<file path="src/rtl/adder_acc_pkg.sv">
// Shared types and constants for the adder_tree result accumulator.
package adder_acc_pkg;

    typedef enum logic [1:0] {
        IDLE  = 2'd0,
        ACCUM = 2'd1,
        HOLD  = 2'd2
    } acc_state_e;

    localparam int unsigned ERR_CFG  = 0;
    localparam int unsigned ERR_DROP = 1;
    localparam int unsigned ERR_SAT  = 2;

    // Width that holds `beats` worst-case in_w-bit signed values without overflow.
    function automatic int acc_width(input int in_w, input int beats);
        return in_w + $clog2(beats);
    endfunction

endpackage

</file>
<file path="src/rtl/acc_sat_add.sv">
// Combinational signed add of a beat into the running total.
// Clamping on overflow is built only when ADDER_ACC_SAT_EN is defined.
module acc_sat_add
    import adder_acc_pkg::*;
#(
    parameter int IN_WIDTH  = 10,
    parameter int ACC_WIDTH = 14
) (
    input  logic signed [ACC_WIDTH-1:0] acc,
    input  logic signed [IN_WIDTH-1:0]  in_sum,
    output logic signed [ACC_WIDTH-1:0] sum,
    output logic                        ovf
);

    logic signed [ACC_WIDTH-1:0] in_ext;
    logic signed [ACC_WIDTH-1:0] raw_sum;

    assign in_ext  = ACC_WIDTH'(in_sum);
    assign raw_sum = acc + in_ext;

`ifdef ADDER_ACC_SAT_EN
    logic same_sign;

    // Overflow only when both operands share a sign that the result lacks.
    assign same_sign = (acc[ACC_WIDTH-1] == in_ext[ACC_WIDTH-1]);

    always_comb begin
        ovf = same_sign && (raw_sum[ACC_WIDTH-1] != acc[ACC_WIDTH-1]);
        sum = raw_sum;
        if (ovf) begin
            sum = acc[ACC_WIDTH-1] ? {1'b1, {(ACC_WIDTH-1){1'b0}}}
                                   : {1'b0, {(ACC_WIDTH-1){1'b1}}};
        end
    end
`else
    assign sum = raw_sum;
    assign ovf = 1'b0;
`endif

endmodule

</file>
<file path="src/rtl/adder_tree_accumulator.sv">
// Sums N valid beats of the adder_tree output into one frame total on a
// valid/ready interface. Optional saturation: define ADDER_ACC_SAT_EN.
module adder_tree_accumulator
    import adder_acc_pkg::*;
#(
    parameter int IN_WIDTH  = 10,
    parameter int MAX_BEATS = 16,
    parameter int CNT_WIDTH = $clog2(MAX_BEATS + 1),
    parameter int ACC_WIDTH = acc_width(IN_WIDTH, MAX_BEATS)
) (
    input  logic                        clk,
    input  logic                        rst_n,
    input  logic                        frame_start,
    input  logic [CNT_WIDTH-1:0]        num_beats,
    input  logic signed [IN_WIDTH-1:0]  in_sum,
    input  logic                        in_valid,
    output logic signed [ACC_WIDTH-1:0] acc_out,
    output logic                        acc_valid,
    input  logic                        acc_ready,
    output logic                        busy,
    output logic [2:0]                  err,
    input  logic                        err_clr
);

    acc_state_e                  state, state_d;
    logic signed [ACC_WIDTH-1:0] acc, acc_d;
    logic [CNT_WIDTH-1:0]        cnt, cnt_d, cnt_inc;
    logic [CNT_WIDTH-1:0]        beats_lat, beats_d;
    logic signed [ACC_WIDTH-1:0] acc_out_d;
    logic                        acc_valid_d;
    logic [2:0]                  err_set;
    logic                        cfg_legal;
    logic signed [ACC_WIDTH-1:0] add_sum;
    logic                        add_ovf;

    acc_sat_add #(
        .IN_WIDTH (IN_WIDTH),
        .ACC_WIDTH(ACC_WIDTH)
    ) u_add (
        .acc   (acc),
        .in_sum(in_sum),
        .sum   (add_sum),
        .ovf   (add_ovf)
    );

    assign cfg_legal = (num_beats != '0) && (num_beats <= CNT_WIDTH'(MAX_BEATS));
    assign cnt_inc   = cnt + 1'b1;

    always_comb begin
        state_d     = state;
        acc_d       = acc;
        cnt_d       = cnt;
        beats_d     = beats_lat;
        acc_out_d   = acc_out;
        acc_valid_d = acc_valid;
        err_set     = '0;

        case (state)
            IDLE: begin
                if (in_valid) err_set[ERR_DROP] = 1'b1;
                if (frame_start) begin
                    if (cfg_legal) begin
                        acc_d   = '0;
                        cnt_d   = '0;
                        beats_d = num_beats;
                        state_d = ACCUM;
                    end else begin
                        err_set[ERR_CFG] = 1'b1;
                    end
                end
            end

            ACCUM: begin
                if (frame_start) err_set[ERR_CFG] = 1'b1;
                if (in_valid) begin
                    acc_d = add_sum;
                    cnt_d = cnt_inc;
                    if (add_ovf) err_set[ERR_SAT] = 1'b1;
                    if (cnt_inc == beats_lat) begin
                        acc_out_d   = add_sum;
                        acc_valid_d = 1'b1;
                        state_d     = HOLD;
                    end
                end
            end

            HOLD: begin
                if (in_valid) err_set[ERR_DROP] = 1'b1;
                if (acc_ready) begin
                    acc_valid_d = 1'b0;
                    state_d     = IDLE;
                    // A legal frame_start during the handshake opens the next frame with no bubble.
                    if (frame_start && cfg_legal) begin
                        acc_d   = '0;
                        cnt_d   = '0;
                        beats_d = num_beats;
                        state_d = ACCUM;
                    end else if (frame_start) begin
                        err_set[ERR_CFG] = 1'b1;
                    end
                end else if (frame_start) begin
                    err_set[ERR_CFG] = 1'b1;
                end
            end

            default: begin
                state_d     = IDLE;
                acc_valid_d = 1'b0;
            end
        endcase
    end

    always_ff @(posedge clk) begin
        if (!rst_n) begin
            state     <= IDLE;
            acc       <= '0;
            cnt       <= '0;
            beats_lat <= '0;
            acc_out   <= '0;
            acc_valid <= 1'b0;
            busy      <= 1'b0;
            err       <= '0;
        end else begin
            state     <= state_d;
            acc       <= acc_d;
            cnt       <= cnt_d;
            beats_lat <= beats_d;
            acc_out   <= acc_out_d;
            acc_valid <= acc_valid_d;
            busy      <= (state_d != IDLE);
            // Set beats clear when both happen in one cycle.
            err       <= (err & ~{3{err_clr}}) | err_set;
        end
    end

endmodule

</file>
<file path="config.mk">
export PLATFORM = sky130hd
export DESIGN_NAME = adder_tree_accumulator
export DESIGN_NICKNAME = d
export VERILOG_FILES = /design/src/rtl/adder_acc_pkg.sv /design/src/rtl/acc_sat_add.sv /design/src/rtl/adder_tree_accumulator.sv
export SDC_FILE = /design/constraint.sdc
export NUM_CORES = 1
export LEC_CHECK = 0
export CORE_MARGIN = 2
export CORE_UTILIZATION = 50
export DETAILED_ROUTE_END_ITERATION = 7
export DONT_BUFFER_PORTS = 1
export GPL_TIMING_DRIVEN = 1
export MAX_ROUTING_LAYER = met4
export PLACE_DENSITY_LB_ADDON = 0.05
export SYNTH_ARGS = -nofsm -noshare
export SYNTH_HDL_FRONTEND = slang
export SYNTH_SLANG_ARGS = --single-unit
</file>
<file path="constraint.sdc">
create_clock -name clk -period 5.7 [get_ports clk]
set_input_delay 0.57 -clock clk [delete_from_list [all_inputs] [get_ports clk]]
set_output_delay 0.57 -clock clk [all_outputs]
set_load 0.05 [all_outputs]
</file>
; Word-level counts from Yosys, hierarchy flattened
; Cells that the tools add are included.
[totals]
mem_bits_ro = 0
elab_cells = 72
out_inout_bits = 19
input_bits = 21
latchBits = 0
ff_bits = 45
mem_count = 0
ram_bits = 0
[op_classes]
n_div = 0
order_cmp = 1
n_reduce_logical = 12
eq_ne = 9
shift = 0
n_mul = 0
n_mux = 36
bitwise = 4
addsub = 2
[ops]
columns = cell, count
row1 = two-way mux 14 bit, 5
row2 = two-way mux 5 bit, 9
row3 = case mux 14 bit (3 select lines), 1
row4 = case mux 5 bit (3 select lines), 1
row5 = adder 14 x 10 -> 14 bit, 1
row6 = inequality test 2 bit (second input constant), 6
row7 = two-way mux 1 bit, 11
row8 = two-way mux 2 bit, 5
row9 = case mux 5 bit (2 select lines), 1
row10 = case mux 1 bit (3 select lines), 2
row11 = case mux 2 bit (3 select lines), 1
row12 = AND reduction 6 bit, 1
row13 = adder 5 x 1 -> 5 bit (second input constant), 1
row14 = == test 5 bit, 1
row15 = <= comparator 5 bit (second input constant), 1
row16 = AND reduction 5 bit, 1
row17 = nonzero test 5 bit, 1
row18 = AND reduction 4 bit, 1
row19 = nonzero test 2 bit, 2
row20 = AND 3 bit, 1
row21 = NOT 3 bit, 1
row22 = OR 3 x 2 -> 3 bit, 1
row23 = AND reduction 3 bit, 1
row24 = nonzero test 3 bit, 1
row25 = 6 further kinds, 7

; Logic depth before layout (Yosys ltp)
[depth]
word_depth = 7
ltp_mapped = 9
ltp_nobuf = 9

; Cells and area by module
; From an unflattened synthesis, not the netlist that was laid out.
[unflattened]
cells_unflattened = 329
area_unflattened_um2 = 2765.2
[modules_own_cells]
columns = module, area_each_um2, seq_area_each_um2, cells_per_inst, n_inst
row1 = adder_tree_accumulator, 2008.2, 900.9, 218, 1
row2 = acc_sat_add, 757.0, 0.0, 111, 1

; Least setup slack after synthesis
; Ideal clock, no wire load.
[synth_path]
kind = input to register
startpoint = in in_sum[9]
endpoint = reg acc[13]
path_buffers = 0
slack_ns = 3.185
arrival_time_ns = 2.401
stages = 7
setup_ns = 0.114
path_cell_list = ha_1 and3_4 a221oi_4 o21ai_2 or4b_4 a41o_1 a21o_1
[synth_between]
elab_chain_len = 3
[synth_lines]
columns = element, line_no
row1 = start: declaration, adder_tree_accumulator.sv:15  ; input logic signed [IN_WIDTH-1:0] in_sum,
row2 = adder 14 x 10 -> 14 bit, acc_sat_add.sv:19  ; assign raw_sum = acc + in_ext;
row3 = two-way mux 14 bit, adder_tree_accumulator.sv:75  ; if (in_valid) begin
row4 = case mux 14 bit (3 select lines), adder_tree_accumulator.sv:58  ; case (state)
row5 = end signal: assignment, adder_tree_accumulator.sv:116  ; acc <= '0;
row6 = end signal: assignment, adder_tree_accumulator.sv:125  ; acc <= acc_d;
row7 = end: declaration, adder_tree_accumulator.sv:26  ; logic signed [ACC_WIDTH-1:0] acc, acc_d;
; No other way between the ends. The select of a mux whose other input is x is not followed.
; A chain may end at the register's enable or synchronous reset.

; Worst setup path in the final report
[layout_path]
startpoint = reg cnt[0]
endpoint = reg acc_out[12]
[layout_between]
elab_chain_len = 3
[layout_lines]
columns = element, line_no
row1 = start: declaration, adder_tree_accumulator.sv:27  ; logic [CNT_WIDTH-1:0] cnt, cnt_d, cnt_inc;
row2 = start signal: assignment, adder_tree_accumulator.sv:126  ; cnt <= cnt_d;
row3 = adder 5 x 1 -> 5 bit, adder_tree_accumulator.sv:47  ; assign cnt_inc = cnt + 1'b1;
row4 = == test 5 bit, adder_tree_accumulator.sv:79  ; if (cnt_inc == beats_lat) begin
row5 = AND reduction 3 bit (no line), --
row6 = end signal: assignment, adder_tree_accumulator.sv:128  ; acc_out <= acc_out_d;
row7 = end: declaration, adder_tree_accumulator.sv:17  ; output logic signed [ACC_WIDTH-1:0] acc_out,
; No other way between the ends.

==> metrics.cfg <==
[critical_path]
setup.worst_path.start_class = flop
path_cells = ha_1 > nor3b_1 > o21a_1 > o31a_1 > and3_1 > mux2_4 > o31a_1
cp-end-kind = flop
cp_top_family = simple AND/OR/NAND/NOR gates
worst_path_max_delay_cell = and3_1
slowest_delay_ns = 0.64
r2r-start = cnt[0]$_SDFFE_PN0P_
arrival_ns = 2.82
rrSetupSlack_ns = 3.08
worstPathMaxFanout = 16
crit_start = cnt[0]$_SDFFE_PN0P_
crit_top_cell = o31a_1
worstPathRequired_ns = 5.91
crit_type = reg -> reg
cp_num_buf_inv = 0

[floorplanning]
core-area_mm2 = 0.00472
io_pins = 40
die_x_um = 74.0
rows = 25
die_h_um = 74.0
dieArea_mm2 = 0.00547
initial_utilization = 0.518

[logic_synthesis]
synth_xor_area_frac = 0.0429
synth_compound_area_frac = 0.214
syn-num-nets = 327
yosysWarnings = 0
synth_area_leaders = dfxtp_1 37%, ha_1 7.2%, a21oi_1 5.9%
synth-seq-cells = 45
yosysMostFrequentCell = dfxtp_1
syn_area_mm2 = 0.00245
synth_fa_ha_area_frac = 0.0798
syn_area_per_cell_um2 = 8.41
synthSimpleGateAreaFrac = 0.232
yosys.cell_types.count = 53
synth_top_family_by_area = simple AND/OR/NAND/NOR gates
ys_seq_area_frac = 0.368
muxShareOfSynthArea = 0.0348
synth_ff_type = dfxtp_1
synth_cells = 291
synth_edf_count = 0
yosys.area.top_type = dfxtp_1
async_reset_ff_frac = 0
synthTopCellsByCount = 45 x dfxtp_1, 36 x nand2_1, 29 x a21oi_1
yosysTopAreaCellShare = 0.368

[grt]
grt_overflow = 0
gr-usage-met3 = 0.0623
gr-usage-met1 = 0.313
top_usage_layer = met1
grt_max_degree = 29
grt_pass1_wl_um = 9050
grtUsageTotal = 0.223
antenna_found_initial = 0
grt_pass1_vias = 1885
met2_usage = 0.307

[sta]
layout_setup_ws_ns = 3.08
fin_crit_sh = 0.459
relSlewSlack = 0.513
grt_setup_unrepaired = no
tightestPinTransition_ns = 0.731
min_period_ns = 2.62
fmax_mhz = 382
finalSetupTns_ns = 0
finalSetupViolations = 0
skew_ns = 0.00637
hold_violations = 0
drv_slew = 0

[clock_tree]
cts_sinks = 45
clkLatencyLatePin_ns = 0.31
cts_hold_buf = 0
tritoncts = built
cts_root_buffer = clkbuf_8
cts_buffer_depth = 2
cts_made_buffers = 5
path_clk_slew_ns = 0.09
cts_max_level = 2
post_cts_buffers = 0
cts_resized = 0

[routing]
drtAntennaViolNets = 0
via_count = 2030
wirelength_um = 5440
routedWlPerCell_um = 15.2
drc = 0
viasPerCell = 5.67
firstDrtPassIters = 4
detail_route.iter0.violations = 130

[power_and_ir_drop]
seqPwrFrac = 0.539
p_switching_w = 0.000184
finalPower_w = 0.000629
p_leak_nw = 1.05
power.internal_w = 0.000445
ir_drop_uv = 137
p_sw_frac = 0.293
p_clk_frac = 0.327
power_frac_comb = 0.134
p_per_area_mw_per_mm2 = 243

[cells_and_area]
nets = 326
register_area_um2 = 901
fillers = 450
drive_gt1_frac = 0.0584
area_growth_pct = 5.67
antennaDiodeCount = 0
final_util = 0.548
multi_input_area_mm2 = 0.00148

[flow_run]
maxCapViolCount = 0

[placement]
dp_hpwl_um = 3850
pre_cts_slack_ns = 3.10
portBuffers = 0
gp_congestion = 0.841

[min_path]
min_path_type = in -> reg
hp-start = rst_n

[run_status]
outcome = completed

## path summary, 6_finish.rpt
kind,depth (start not counted),endpoint
setup reg to reg,7,acc_out[12]$_SDFFE_PN0P_
setup / recovery,7,acc_out[12]$_SDFFE_PN0P_
hold reg to reg,2,acc[11]$_SDFFE_PN0P_
hold / removal,1,acc_out[12]$_SDFFE_PN0P_
## area by class of cell
type,instances,share of cell area
Clock buffer,5,0.0266
Clock inverter,3,0.00822
Inverter,9,0.0131
Multi-Input combinational cell,229,0.571
Sequential cell,45,0.348
Tap cell,67,0.0324
## metal layers
metal  routed length [µm]  vias up
li1                     -     1046
met1                 2760      926
met2                 2310       50
met3                  317        8
met4                   59        0
met5                    0        -
## per-stage QoR
stage	cell area, µm²	std cells	hold WS (ns)
global route	2590	358	0.349
CTS	2590	358	0.368
global placement	2500	350	0.442
detailed placement	2500	350	0.449
finish	2590	358	0.375
floorplan	2450	291	0.429
## logic make-up (layout without fill, tap and decap cells)
family,count (synthesis),after routing
adder cells (fa/ha/maj),15,15
AND/OR/NAND/NOR,113,113
XOR/XNOR,12,12
flip-flops,45,45
multiplexers,8,8
buffers and inverters,17,17
AO/OA/AOI/OAI,81,81
## registers in the layout (all words and copies together), names as in the netlist
signal / count
acc: 14
cnt: 5
state: 2
beats_lat: 5
busy: 1
acc_valid: 1
err: 3
acc_out: 14
## power groups by stage
stage / logic [W] / clock network, W / registers, W
after floorplan: 0.0000696 / 0 / 0.000345
after global placement: 0.0000826 / 0 / 0.000347
after detailed placement: 0.0000832 / 0 / 0.000347
after CTS: 0.0000839 / 0.000213 / 0.000339
after global routing: 0.0000953 / 0.000229 / 0.000341
final: 0.0000840 / 0.000206 / 0.000339
## worst reg2reg max path: cells and delay by family (launching register included)
| family | cells | cell delay, ns |
|---|---|---|
| muxes | 1 | 0.35 |
| DFF | 1 | 0.41 |
| and+or+nand+nor | 2 | 0.88 |
| adders and majority gates | 1 | 0.28 |
| AOI/OAI and AO/OA | 3 | 0.60 |
## cells in the final DEF, fill, tap and decap left out, types with 4 or more instances in the layout
| cell type | n |
|---|---|
| nand2_1 | 36 |
| nor2b_1 | 5 |
| a21oi_1 | 29 |
| xor2_1 | 5 |
| nand3_1 | 13 |
| nor3_1 | 4 |
| xnor2_1 | 7 |
| mux2i_1 | 7 |
| o21ai_0 | 19 |
| and2_1 | 4 |
| inv_1 | 8 |
| and3_1 | 5 |
| nor2_1 | 22 |
| nand2b_1 | 5 |
| or3_1 | 4 |
| clkbuf_8 | 5 |
| ha_1 | 14 |
| dfxtp_1 | 45 |
Note: power is estimated with default switching activity, not from simulation.
